[config.mk]
export PLATFORM = sky130hd
export DESIGN_NAME = multiplicador_secuencial
export DESIGN_NICKNAME = d
export VERILOG_FILES = /design/src/rtl/multiplicador_secuencial.sv
export SDC_FILE = /design/constraint.sdc
export NUM_CORES = 1
export LEC_CHECK = 0
export CAP_MARGIN = 15
export CELL_PAD_IN_SITES_DETAIL_PLACEMENT = 1
export CELL_PAD_IN_SITES_GLOBAL_PLACEMENT = 1
export CORE_UTILIZATION = 44
export DETAILED_ROUTE_END_ITERATION = 10
export GPL_TIMING_DRIVEN = 1
export PLACE_DENSITY = 0.86
export RECOVER_POWER = 25
export SLEW_MARGIN = 20
export SYNTH_ARGS = -nofsm -noshare
export SYNTH_HDL_FRONTEND = slang
export SYNTH_SLANG_ARGS = --single-unit
[constraint.sdc]
create_clock -name clk -period 3.7 [get_ports clk]
set_clock_uncertainty 0.15 [all_clocks]
set_input_delay 0.37 -clock clk [delete_from_list [all_inputs] [get_ports clk]]
set_output_delay 0.37 -clock clk [all_outputs]
set_load 0.02 [all_outputs]
[src/rtl/multiplicador_secuencial.sv]
// Sequential shift-add multiplier (MUL/MULH/MULHSU/MULHU), one partial product per cycle.
// Define MULT_EARLY_EXIT_EN to leave CALC as soon as the remaining multiplier bits are zero.
module multiplicador_secuencial #(
  parameter int WIDTH = 32
) (
  input  logic             clk,
  input  logic             rst_n,
  input  logic             start,
  input  logic [1:0]       op,
  input  logic [WIDTH-1:0] A,
  input  logic [WIDTH-1:0] B,
  output logic             busy,
  output logic             done,
  output logic [WIDTH-1:0] R,
  output logic [1:0]       dbg_state_o
);

  // Handshake: start is taken only in IDLE when done is low; busy is high from the
  // accepting edge until done rises; done is a one-cycle pulse and R holds until the next one.

  localparam int CW = $clog2(WIDTH);
  localparam logic [CW-1:0] LAST = CW'(WIDTH - 1);

  typedef enum logic [1:0] {
    IDLE = 2'd0,
    CALC = 2'd1,
    FIX  = 2'd2
  } state_e;

  state_e             state_q;
  logic [1:0]         op_q;
  logic               sign_q;
  logic [WIDTH-1:0]   mcand_q;
  logic [2*WIDTH-1:0] prod_q;
  logic [CW-1:0]      cnt_q;
  logic               busy_q;
  logic               done_q;
  logic [WIDTH-1:0]   r_q;

  logic               a_signed, b_signed;
  logic [WIDTH-1:0]   mag_a, mag_b;
  logic [WIDTH:0]     sum;
  logic [2*WIDTH-1:0] prod_step, prod_d, prod_fix;
  logic               last_step;
  logic [WIDTH-1:0]   result;

`ifdef MULT_EARLY_EXIT_EN
  logic [WIDTH-1:0]   mplier_q;
`endif

  always_comb begin
    a_signed = (op == 2'b01) || (op == 2'b10);
    b_signed = (op == 2'b01);
    // Negating 0x80000000 yields 0x80000000, which read unsigned is exactly 2^31.
    mag_a = (a_signed && A[WIDTH-1]) ? -A : A;
    mag_b = (b_signed && B[WIDTH-1]) ? -B : B;

    sum       = {1'b0, prod_q[2*WIDTH-1:WIDTH]} + (prod_q[0] ? {1'b0, mcand_q} : '0);
    prod_step = {sum, prod_q[WIDTH-1:1]};

`ifdef MULT_EARLY_EXIT_EN
    last_step = (mplier_q[WIDTH-1:1] == '0) || (cnt_q == LAST);
    // Skipped iterations would only shift, so apply their shifts in one go.
    prod_d    = last_step ? (prod_step >> (LAST - cnt_q)) : prod_step;
`else
    last_step = (cnt_q == LAST);
    prod_d    = prod_step;
`endif

    prod_fix = sign_q ? -prod_q : prod_q;
    result   = (op_q == 2'b00) ? prod_fix[WIDTH-1:0] : prod_fix[2*WIDTH-1:WIDTH];
  end

  always_ff @(posedge clk or negedge rst_n) begin
    if (!rst_n) begin
      state_q  <= IDLE;
      op_q     <= '0;
      sign_q   <= 1'b0;
      mcand_q  <= '0;
      prod_q   <= '0;
      cnt_q    <= '0;
      busy_q   <= 1'b0;
      done_q   <= 1'b0;
      r_q      <= '0;
`ifdef MULT_EARLY_EXIT_EN
      mplier_q <= '0;
`endif
    end else begin
      case (state_q)
        IDLE: begin
          done_q <= 1'b0;
          if (start && !done_q) begin
            op_q     <= op;
            sign_q   <= (a_signed && A[WIDTH-1]) ^ (b_signed && B[WIDTH-1]);
            mcand_q  <= mag_a;
            prod_q   <= {{WIDTH{1'b0}}, mag_b};
            cnt_q    <= '0;
            busy_q   <= 1'b1;
            state_q  <= CALC;
`ifdef MULT_EARLY_EXIT_EN
            mplier_q <= mag_b;
`endif
          end
        end
        CALC: begin
          prod_q <= prod_d;
          cnt_q  <= cnt_q + 1'b1;
`ifdef MULT_EARLY_EXIT_EN
          mplier_q <= mplier_q >> 1;
`endif
          if (last_step) state_q <= FIX;
        end
        FIX: begin
          r_q     <= result;
          done_q  <= 1'b1;
          busy_q  <= 1'b0;
          state_q <= IDLE;
        end
        default: state_q <= IDLE;
      endcase
    end
  end

  assign busy        = busy_q;
  assign done        = done_q;
  assign R           = r_q;
  assign dbg_state_o = state_q;

endmodule

==> out/results.txt <==
max-cap violations: 1
FF-to-FF setup slack: 200 ps
worst setup margin: 199 ps
synth warn: 0
Die H: 153 um
multi-input combinational cell area: 6230 um2
Max IR drop VDD: 0.306 mV
vias in the first global route: 9979
vias per cell: 6.20
Cells after DPL: 1535
failing checks: max-capacitance violations, max-slew violations
Slew @ Worst Pin: 2390 ps
Area contributors post-synth: dfrtp_1, o21ai_0, xnor2_1
critical path peak fanout: 10
status: complete, but fails checks
Rel. slew slack: -0.592
Max Slew Vio Count: 88
DR WL/cell: 21.1 um
period utilization: 0.946
area of the core: 22100 um2
CTS Sinks: 140
Final #Nets: 1384
commonest non-fill, non-tap cell in the layout: nand2_1
Reg area: 3510 um2
Synth-to-Final Area Change: 20.8%
Final Hold Vio Count: 0
FP Rows: 54
Pre-antenna DRT Iters: 5
Post-Syn Area: 10000 um2
most frequent cells in the layout: nand2_1, o21ai_0, dfrtp_1
routability cong.: 0.887
Int Pwr: 5720 uW
Reg clk slew, reported paths: 70 ps
Clk pwr share: 0.192
clk buf depth: 2
kind of critical path: reg -> reg
clk_lat worst skew: 440 ps
Gate power share: 0.505
fin crit period: 3500 ps
met1 GRT Util: 0.392
first-pass GRT wire length: 54000 um
CP endpoint kind: register
DR DRC count: 0
async set-reset flop share out of synthesis: 1.00
final setup violation count: 0
post-route ant nets: 0
CTS buffer count: 17
flops & latches, synth: 140
initial antenna violation count: 0
Sw Ratio: 0.459
PwrDens: 872 nW/um2
share of cells above drive strength 1: 0.0753
CTS root buf: clkbuf_16
diodes inserted: 0
Synth top area share: 0.349
gr usage total: 0.288
die area: 23400 um2
Port Buffer Count: 104
TritonCTS clock tree: done
pin count of the biggest net entering global routing: 117
worst min-delay path class: reg -> reg
CP Launch Type: register
pre-CTS setup slack: 163 ps
post-layout util: 0.549
Post-synth EDFFs: 0
GRT met2 Usage: 0.472
busiest layer in global routing: met2
Reg power frac: 0.304
sequential area share after synthesis: 0.349
Mapped Nets: 1304
final WL: 33100 um
arrival time at the worst endpoint: 3610 ps
io pins: 105
Worst EP required: 3810 ps
P_leak: 0.00503 uW
total gr overflow: 0
Starting Density: 0.454
H-tree Lvls: 4
Switch Pwr: 4860 uW
Primary FF master, synth: dfrtp_1
Synth Area per Inst: 8.39 um2
Yosys top cell by area: dfrtp_1
1st-iter DRT viols: 635
DP HPWL: 23400 um
vias after detailed routing: 9723
FMAX: 286 MHz
fillers: 2592
Post-Layout Cell Count: 1569
Cells after Synth: 1196
GR Util met3: 0.0428
synth unique cells: 69
Die W: 153 um
## per-stage QoR
step / hold slack [ps] / TNS, ps / power [uW] / area, um2
after global routing: 351 / -20.2 / 11200 / 12100
after detailed placement: 315 / 0 / 8270 / 11400
after global placement: 305 / 0 / 8020 / 11400
after floorplan: -75.6 / 0 / 6560 / 10000
final: 326 / 0 / 10600 / 12100
after CTS: 330 / 0 / 10500 / 12100
## layer usage
layer | up-vias | wire (um)
met1 | 4888 | 14700
li1 | 4463 | -
met3 | 66 | 1700
met2 | 306 | 15900
met5 | - | 0
met4 | 0 | 814
## layout make-up
| class | count | area share |
|---|---|---|
| Clock buffer | 17 | 0.0351 |
| Sequential cell | 140 | 0.289 |
| Clock inverter | 15 | 0.0214 |
| Timing Repair Buffer | 130 | 0.106 |
| Multi-Input combinational cell | 968 | 0.514 |
| Inverter | 19 | 0.00588 |
| Tap cell | 280 | 0.0289 |
## critical path, stage by stage, from the launching register on
cell       delay (ps)
dfrtp_2           460
and2_1            160
ha_1              200
inv_1              80
fa_1              420
nor2b_1           210
o2111ai_1         230
a21oi_2           260
o31ai_1           150
o41ai_2           360
nor2_1            170
a21oi_1           210
xnor2_1           140
o21ai_0           110
## power by group through the flow
stage	Clock, uW	Sequential, uW	Combinational, uW
final	2030	3210	5340
after detailed placement	0	3190	5080
after global placement	0	3140	4880
after global routing	2100	3290	5840
after floorplan	0	2880	3680
after CTS	2040	3190	5230
## final timing paths
check | end | startpoint | depth (start not counted)
setup / recovery | prod_q[61]$_DFFE_PN0P_ | prod_q[0]$_DFFE_PN0P_ | 13
hold / removal | mcand_q[5]$_DFFE_PN0P_ | mcand_q[5]$_DFFE_PN0P_ | 2
setup reg to reg | prod_q[61]$_DFFE_PN0P_ | prod_q[0]$_DFFE_PN0P_ | 13
hold reg to reg | mcand_q[5]$_DFFE_PN0P_ | mcand_q[5]$_DFFE_PN0P_ | 2
max in group asynchronous | prod_q[0]$_DFFE_PN0P_ | rst_n | 2
min in group asynchronous | mcand_q[14]$_DFFE_PN0P_ | rst_n | 2
## registers in the layout (all words and copies together) (netlist names)
signal / cells
op_q: 2
mcand_q: 32
busy: 1
done: 1
cnt_q: 5
prod_q: 64
sign_q: 1
R: 32
dbg_state_o: 2
## kinds of logic (layout without fill, tap and decap cells)
family          after synthesis  count (layout)  synth area share
compound gates              388             388             0.240
xor+xnor                    145             145             0.127
fa+ha+maj                    39              39            0.0494
buf+inv                      88             181            0.0338
flops                       140             140             0.349
mux                           2               2           0.00199
simple gates                394             394             0.199
## what timing repair did
action	4_1_cts	5_1_grt
hold endpoints to repair	87	0
setup endpoints to repair	0	9
gates resized for setup	0	7
hold buffers	1	0
buffers inserted	0	0
## cells in the mapped netlist (8+ instances only)
library cell	count
or3_1	14
nor2b_1	9
o31ai_1	24
xor2_1	60
nor2_1	59
inv_1	19
a21oi_1	65
nand3_1	26
nor3_1	20
dfrtp_1	140
xnor2_1	85
o21ai_1	25
nand2b_1	12
o21ai_0	151
nand4_1	11
a22oi_1	38
or4_1	8
o41ai_1	14
a21o_1	19
and2_1	37
nor4_1	8
nand2_1	153
clkbuf_1	63
ha_1	38
Power figures use the tool's default switching activity.
